`config.mk`:
```
export PLATFORM = sky130hd
export DESIGN_NAME = i3c_bus_conditioner
export DESIGN_NICKNAME = d
export VERILOG_FILES = /design/src/rtl/i3c_pkg.sv /design/src/rtl/i3c_glitch_filter.sv /design/src/rtl/i3c_bus_conditioner.sv
export SDC_FILE = /design/constraint.sdc
export NUM_CORES = 1
export LEC_CHECK = 0
export BUFFER_PORTS_ARGS = -buffer_cell sky130_fd_sc_hd__buf_2
export CAP_MARGIN = 10
export CORE_MARGIN = 2
export CORE_UTILIZATION = 45
export DETAILED_ROUTE_END_ITERATION = 6
export PLACE_DENSITY = 0.77
export SLEW_MARGIN = 20
export SYNTH_ARGS = -nofsm -noshare
export SYNTH_HDL_FRONTEND = slang
export SYNTH_HIERARCHICAL = 1
export SYNTH_SLANG_ARGS = --single-unit
export TNS_END_PERCENT = 30
```
`constraint.sdc`:
```
create_clock -name clk_i -period 2.1 [get_ports clk_i]
set_input_delay 0.42 -clock clk_i [delete_from_list [all_inputs] [get_ports clk_i]]
set_output_delay 0.42 -clock clk_i [all_outputs]
set_load 0.05 [all_outputs]
```
`src/rtl/i3c_pkg.sv`:
```
// Shared types and default constants for the I3C pad-side logic.
// Bus-state encoding plus default filter and counter sizing.
package i3c_pkg;

   typedef enum logic [1:0] {
      BUSY      = 2'd0,
      FREE_WAIT = 2'd1,
      FREE      = 2'd2,
      IDLE      = 2'd3
   } bus_state_e;

   localparam int I3cSyncStages   = 2;
   localparam int I3cGlitchCycles = 3;
   localparam int I3cBusCntWidth  = 16;

endpackage

```
`src/rtl/i3c_glitch_filter.sv`:
```
// Per-line input conditioning: synchronizer chain followed by a
// stability counter that only accepts levels held long enough.
module i3c_glitch_filter
   import i3c_pkg::*;
#(
   parameter int SyncStages   = I3cSyncStages,
   parameter int GlitchCycles = I3cGlitchCycles
) (
   input  logic clk_i,
   input  logic rst_i,
   input  logic pad_i,
   output logic level_o
);

   localparam int CW = (GlitchCycles > 1) ? $clog2(GlitchCycles) : 1;
   localparam logic [CW-1:0] CntMax = CW'(GlitchCycles - 1);

   logic [SyncStages-1:0] sync_q, sync_d;
   logic [CW-1:0]         cnt_q, cnt_d;
   logic                  lvl_q, lvl_d;
   logic                  s;

   assign s      = sync_q[SyncStages-1];
   assign sync_d = {sync_q[SyncStages-2:0], pad_i};

   // Counter tracks consecutive mismatch cycles; any agreement restarts it.
   always_comb begin
      cnt_d = '0;
      lvl_d = lvl_q;
      if (s != lvl_q) begin
         if (cnt_q == CntMax) begin
            lvl_d = s;
         end else begin
            cnt_d = cnt_q + CW'(1);
         end
      end
   end

   always_ff @(posedge clk_i or posedge rst_i) begin
      if (rst_i) begin
         sync_q <= '1;
         cnt_q  <= '0;
         lvl_q  <= 1'b1;
      end else begin
         sync_q <= sync_d;
         cnt_q  <= cnt_d;
         lvl_q  <= lvl_d;
      end
   end

   assign level_o = lvl_q;

endmodule

```
`src/rtl/i3c_bus_conditioner.sv`:
```
// Pad-side conditioner: filtered SCL/SDA, edge and START/STOP
// detection, bus free/idle tracking and registered pad drive.
module i3c_bus_conditioner
   import i3c_pkg::*;
#(
   parameter int SyncStages   = I3cSyncStages,
   parameter int GlitchCycles = I3cGlitchCycles,
   parameter int CntWidth     = I3cBusCntWidth
) (
   input  logic                clk_i,
   input  logic                rst_i,
   input  logic                scl_pad_i,
   input  logic                sda_pad_i,
   output logic                scl_pad_o,
   output logic                sda_pad_o,
   output logic                scl_pad_oe_o,
   output logic                sda_pad_oe_o,
   input  logic                scl_core_i,
   input  logic                sda_core_i,
   input  logic                scl_oe_i,
   input  logic                sda_oe_i,
   input  logic                sel_od_pp_i,
   output logic                scl_o,
   output logic                sda_o,
   output logic                scl_rise_o,
   output logic                scl_fall_o,
   output logic                start_det_o,
   output logic                stop_det_o,
   input  logic [CntWidth-1:0] bus_free_cnt_i,
   input  logic [CntWidth-1:0] bus_idle_cnt_i,
   output logic                bus_free_o,
   output logic                bus_idle_o
);

   logic scl_f, sda_f;

   i3c_glitch_filter #(
      .SyncStages   (SyncStages),
      .GlitchCycles (GlitchCycles)
   ) u_scl_filt (
      .clk_i   (clk_i),
      .rst_i   (rst_i),
      .pad_i   (scl_pad_i),
      .level_o (scl_f)
   );

   i3c_glitch_filter #(
      .SyncStages   (SyncStages),
      .GlitchCycles (GlitchCycles)
   ) u_sda_filt (
      .clk_i   (clk_i),
      .rst_i   (rst_i),
      .pad_i   (sda_pad_i),
      .level_o (sda_f)
   );

   logic scl_prev_q, sda_prev_q;
   logic rise_q, rise_d, fall_q, fall_d;
   logic start_q, start_d, stop_q, stop_d;
   logic both_hi;

   assign rise_d  = ~scl_prev_q & scl_f;
   assign fall_d  = scl_prev_q & ~scl_f;
   // SCL must be high before and after, so a joint SCL/SDA change is ignored.
   assign start_d = scl_prev_q & scl_f & sda_prev_q & ~sda_f;
   assign stop_d  = scl_prev_q & scl_f & ~sda_prev_q & sda_f;
   assign both_hi = scl_f & sda_f;

   bus_state_e          state_q, state_d;
   logic [CntWidth-1:0] cnt_q, cnt_d;

   always_comb begin
      state_d = state_q;
      cnt_d   = cnt_q;
      if (start_d) begin
         state_d = BUSY;
         cnt_d   = '0;
      end else if (state_q == BUSY) begin
         if (stop_d) begin
            state_d = FREE_WAIT;
            cnt_d   = '0;
         end
      end else if (!both_hi) begin
         state_d = FREE_WAIT;
         cnt_d   = '0;
      end else begin
         if (cnt_q != '1) begin
            cnt_d = cnt_q + CntWidth'(1);
         end
         case (state_q)
            FREE_WAIT: if (cnt_q >= bus_free_cnt_i) state_d = FREE;
            FREE:      if (cnt_q >= bus_idle_cnt_i) state_d = IDLE;
            default:   ;
         endcase
      end
   end

   logic scl_pad_q, scl_pad_d, sda_pad_q, sda_pad_d;
   logic scl_oe_q, scl_oe_d, sda_oe_q, sda_oe_d;

   // Open-drain only ever pulls low; a driven 1 releases the line.
   always_comb begin
      if (sel_od_pp_i) begin
         scl_pad_d = scl_core_i;
         sda_pad_d = sda_core_i;
         scl_oe_d  = scl_oe_i;
         sda_oe_d  = sda_oe_i;
      end else begin
         scl_pad_d = 1'b0;
         sda_pad_d = 1'b0;
         scl_oe_d  = scl_oe_i & ~scl_core_i;
         sda_oe_d  = sda_oe_i & ~sda_core_i;
      end
   end

   always_ff @(posedge clk_i or posedge rst_i) begin
      if (rst_i) begin
         scl_prev_q <= 1'b1;
         sda_prev_q <= 1'b1;
         rise_q     <= 1'b0;
         fall_q     <= 1'b0;
         start_q    <= 1'b0;
         stop_q     <= 1'b0;
         state_q    <= FREE_WAIT;
         cnt_q      <= '0;
         scl_pad_q  <= 1'b0;
         sda_pad_q  <= 1'b0;
         scl_oe_q   <= 1'b0;
         sda_oe_q   <= 1'b0;
      end else begin
         scl_prev_q <= scl_f;
         sda_prev_q <= sda_f;
         rise_q     <= rise_d;
         fall_q     <= fall_d;
         start_q    <= start_d;
         stop_q     <= stop_d;
         state_q    <= state_d;
         cnt_q      <= cnt_d;
         scl_pad_q  <= scl_pad_d;
         sda_pad_q  <= sda_pad_d;
         scl_oe_q   <= scl_oe_d;
         sda_oe_q   <= sda_oe_d;
      end
   end

   assign scl_o        = scl_f;
   assign sda_o        = sda_f;
   assign scl_rise_o   = rise_q;
   assign scl_fall_o   = fall_q;
   assign start_det_o  = start_q;
   assign stop_det_o   = stop_q;
   assign bus_free_o   = (state_q == FREE) || (state_q == IDLE);
   assign bus_idle_o   = (state_q == IDLE);
   assign scl_pad_o    = scl_pad_q;
   assign sda_pad_o    = sda_pad_q;
   assign scl_pad_oe_o = scl_oe_q;
   assign sda_pad_oe_o = sda_oe_q;

endmodule
```
==> impl_metrics.toml <==
[outcome]
status = "complete, no violations"

[die]
io_pins = 53
die_w_um = 77.4
start_util_pct = 47.2
die_y_um = 77.4
core-area_um2 = 5140
dieArea_um2 = 5990
fp-row-count = 26

[worst_setup_path]
crit_path_end_kind = "flip-flop"
cp.required_ns = 2.23
cp.arrival_ns = 2.07
critPathLaunchType = "flip-flop"
worstPathMaxFanout = 12
startpoint = "u_sda_filt/level_o$_DFFE_PP1P_"
path_class = "reg -> reg"
reg2reg_from = "u_sda_filt/level_o$_DFFE_PP1P_"

[grt]
grt-busiest-layer = "met2"
grt_overflow = 0
use_met3_pct = 3.84
grt_start_max_net_pins = 29
grt_usage_pct = 16.9
antenna_found_initial = 0
grt_pass1_wl_mm = 8.24
grt_pass1_vias = 1902
use_met2_pct = 27.7
grtUsageMet1_pct = 22.5

[placed_design]
place_hpwl_mm = 3.73
globalplace.congestion = 0.814
post-place-cells = 373
portBuffers = 52

[power_and_ir_drop]
power_density_nw_per_um2 = 896
clkPwrFrac_pct = 24.0
vdd_drop_max_mv = 0.466
power_frac_comb_pct = 37.5
pwr-share-seq_pct = 38.5
p_int_uw = 1640
switching_share_pct = 37.8
switching_power_uw = 996
leakage_uw = 0.00158

[route]
initialDrtViolationCount = 75
wirelength_mm = 4.68
first_pass_iters = 4
vias = 1918
viasPerCell = 5.02
drtAntennaViolNets = 0
wire_per_inst_um = 12.2
remaining_drc_errors = 0

[timing]
min_period_ns = 1.94
fin_crit_sh_pct = 92.2
hold_violations = 0
slew_headroom_pct = 45.9
final-max-slew-violation-count = 0
setup_violations = 0
whs_ns = 0.0349
rsz0062_at_grt = "no"
fin_worst_skew_ns = 0.00644
fmax_ghz = 0.516
worst_pin_slew_ns = 0.809
setup-tns-final_ns = 0

[job]
drv_cap = 0

[clock_tree]
clkSinkCount = 38
path_clk_slew_ns = 0.07
cts_tree = "yes"
clkLatencyLatePin_ns = 0.28
ctsHoldBuffers = 0
clockBufferDepth = 2
htreeDepth = 2
cts-buffers-inserted = 5
cts_root_buffer = "clkbuf_8"

[synth]
ys_ff_latch = 38
ys_seq_area_share_pct = 39.7
synth.avg_cell_area_um2 = 9.82
synth.distinct_cells = 40
synth-main-ff-cell = "dfrtp_1"
yosys.area.top_type = "dfrtp_1"
synth_edf_count = 0
ys_async_sr_fraction_pct = 100
synthesis.nets = 321
ys.warnings.count = 6
syn_area_um2 = 2420
syn-instance-count = 247
netlist.area_leader.share_pct = 29.9
synthTopCellsByArea = "dfrtp_1, ha_1, dfstp_2, inv_1, xor2_1"

[layout]
stdcell_count = 382
syn_to_final_growth_pct = 21.4
layout-drive-gt1-share_pct = 27.9
layout_common_cells = "buf_2, inv_1, ha_1, dfrtp_1, nor2_1"
nets = 385
num_antenna_cells = 0
final_common_cell = "buf_2"

[min_path]
worstHoldPathType = "in -> async"
## cells in the mapped netlist (5+ instances only)
cell type	n
nand2_1	8
o21ai_0	5
a21oi_1	9
ha_1	33
dfrtp_1	29
and3_1	5
dfstp_2	9
inv_1	37
nand3_1	11
nand4_1	10
nor2_1	21
xor2_1	12
## layout make-up
class	instances	area, µm²
Inverter	37	139
Clock buffer	7	86.3
Multi-Input combinational cell	168	1310
Tap cell	70	87.6
Sequential cell	38	962
Timing Repair Buffer	61	328
Fill cell	464	2200
Clock inverter	1	30.0
## kinds of logic (layout without fill, tap and decap cells)
family,after synthesis,after routing,synth area share (%)
flops,38,38,39.7
compound gates,34,35,9.75
simple gates,82,82,19.0
mux,3,3,1.70
xor+xnor,15,15,5.42
fa+ha+maj,33,33,17.0
buf+inv,42,106,7.43
## sequential cells by signal (all words and copies together) (netlist names)
name / flops
cnt_q: 16
scl_fall_o: 1
scl_pad_o: 1
scl_pad_oe_o: 1
scl_prev_q: 1
scl_rise_o: 1
sda_pad_o: 1
sda_pad_oe_o: 1
sda_prev_q: 1
start_det_o: 1
state_q: 2
stop_det_o: 1
u_scl_filt/cnt_q: 2
u_scl_filt/level_o: 1
u_scl_filt/sync_q: 2
u_sda_filt/cnt_q: 2
u_sda_filt/level_o: 1
u_sda_filt/sync_q: 2
## critical path, cell delays in order, from the launching register on
cell and delay (ns):
dfstp_2 0.62, xnor2_1 0.09, o21a_1 0.27, nor2_1 0.67
nor2_1 0.14
## path summary, 6_finish.rpt
kind	end	depth (start not counted)	slack (ns)
setup / recovery	cnt_q[15]$_DFFE_PP0P_	4	0.16
min in group clk_i	u_scl_filt/sync_q[0]$_DFF_PP1_	1	0.23
hold reg to reg	u_sda_filt/sync_q[1]$_DFF_PP1_	0	0.36
setup reg to reg	cnt_q[15]$_DFFE_PP0P_	4	0.16
max in group asynchronous	state_q[0]$_DFFE_PP1P_	3	1.58
hold / removal	u_sda_filt/cnt_q[0]$_DFF_PP0_	2	0.03
## power groups by stage
stage          combinational [µW]  clock, µW  sequential [µW]
2_1_floorplan                 556          0             1210
3_3_place_gp                  945          0             1020
3_5_place_dp                  963          0             1030
4_1_cts                       967        643             1020
5_1_grt                      1090        675             1040
6_report                      989        631             1020
## layer usage
| metal | wire [µm] | vias to the layer above |
|---|---|---|
| li1 | - | 983 |
| met4 | 95 | 0 |
| met3 | 193 | 9 |
| met5 | 0 | - |
| met1 | 2260 | 877 |
| met2 | 2130 | 49 |
## timing repair
action | 4_1_cts | 5_1_grt
buffers inserted | 0 | 0
gates resized for setup | 0 | 1
endpoints found under the setup margin | 0 | 4
hold endpoints to repair | 0 | 0
## per-stage QoR
step                      utilization [%]  worst slack [ns]  instance area (µm²)  total power [µW]
after global routing                 57.3            0.0120                 2940              2810
after floorplan                         -             0.158                 2420              1770
after CTS                            56.7             0.121                 2920              2630
after global placement               54.5             0.125                 2800              1960
final                                57.3             0.164                 2940              2640
after detailed placement             54.5             0.135                 2800              1990
Note: power is estimated with default switching activity, not from simulation.
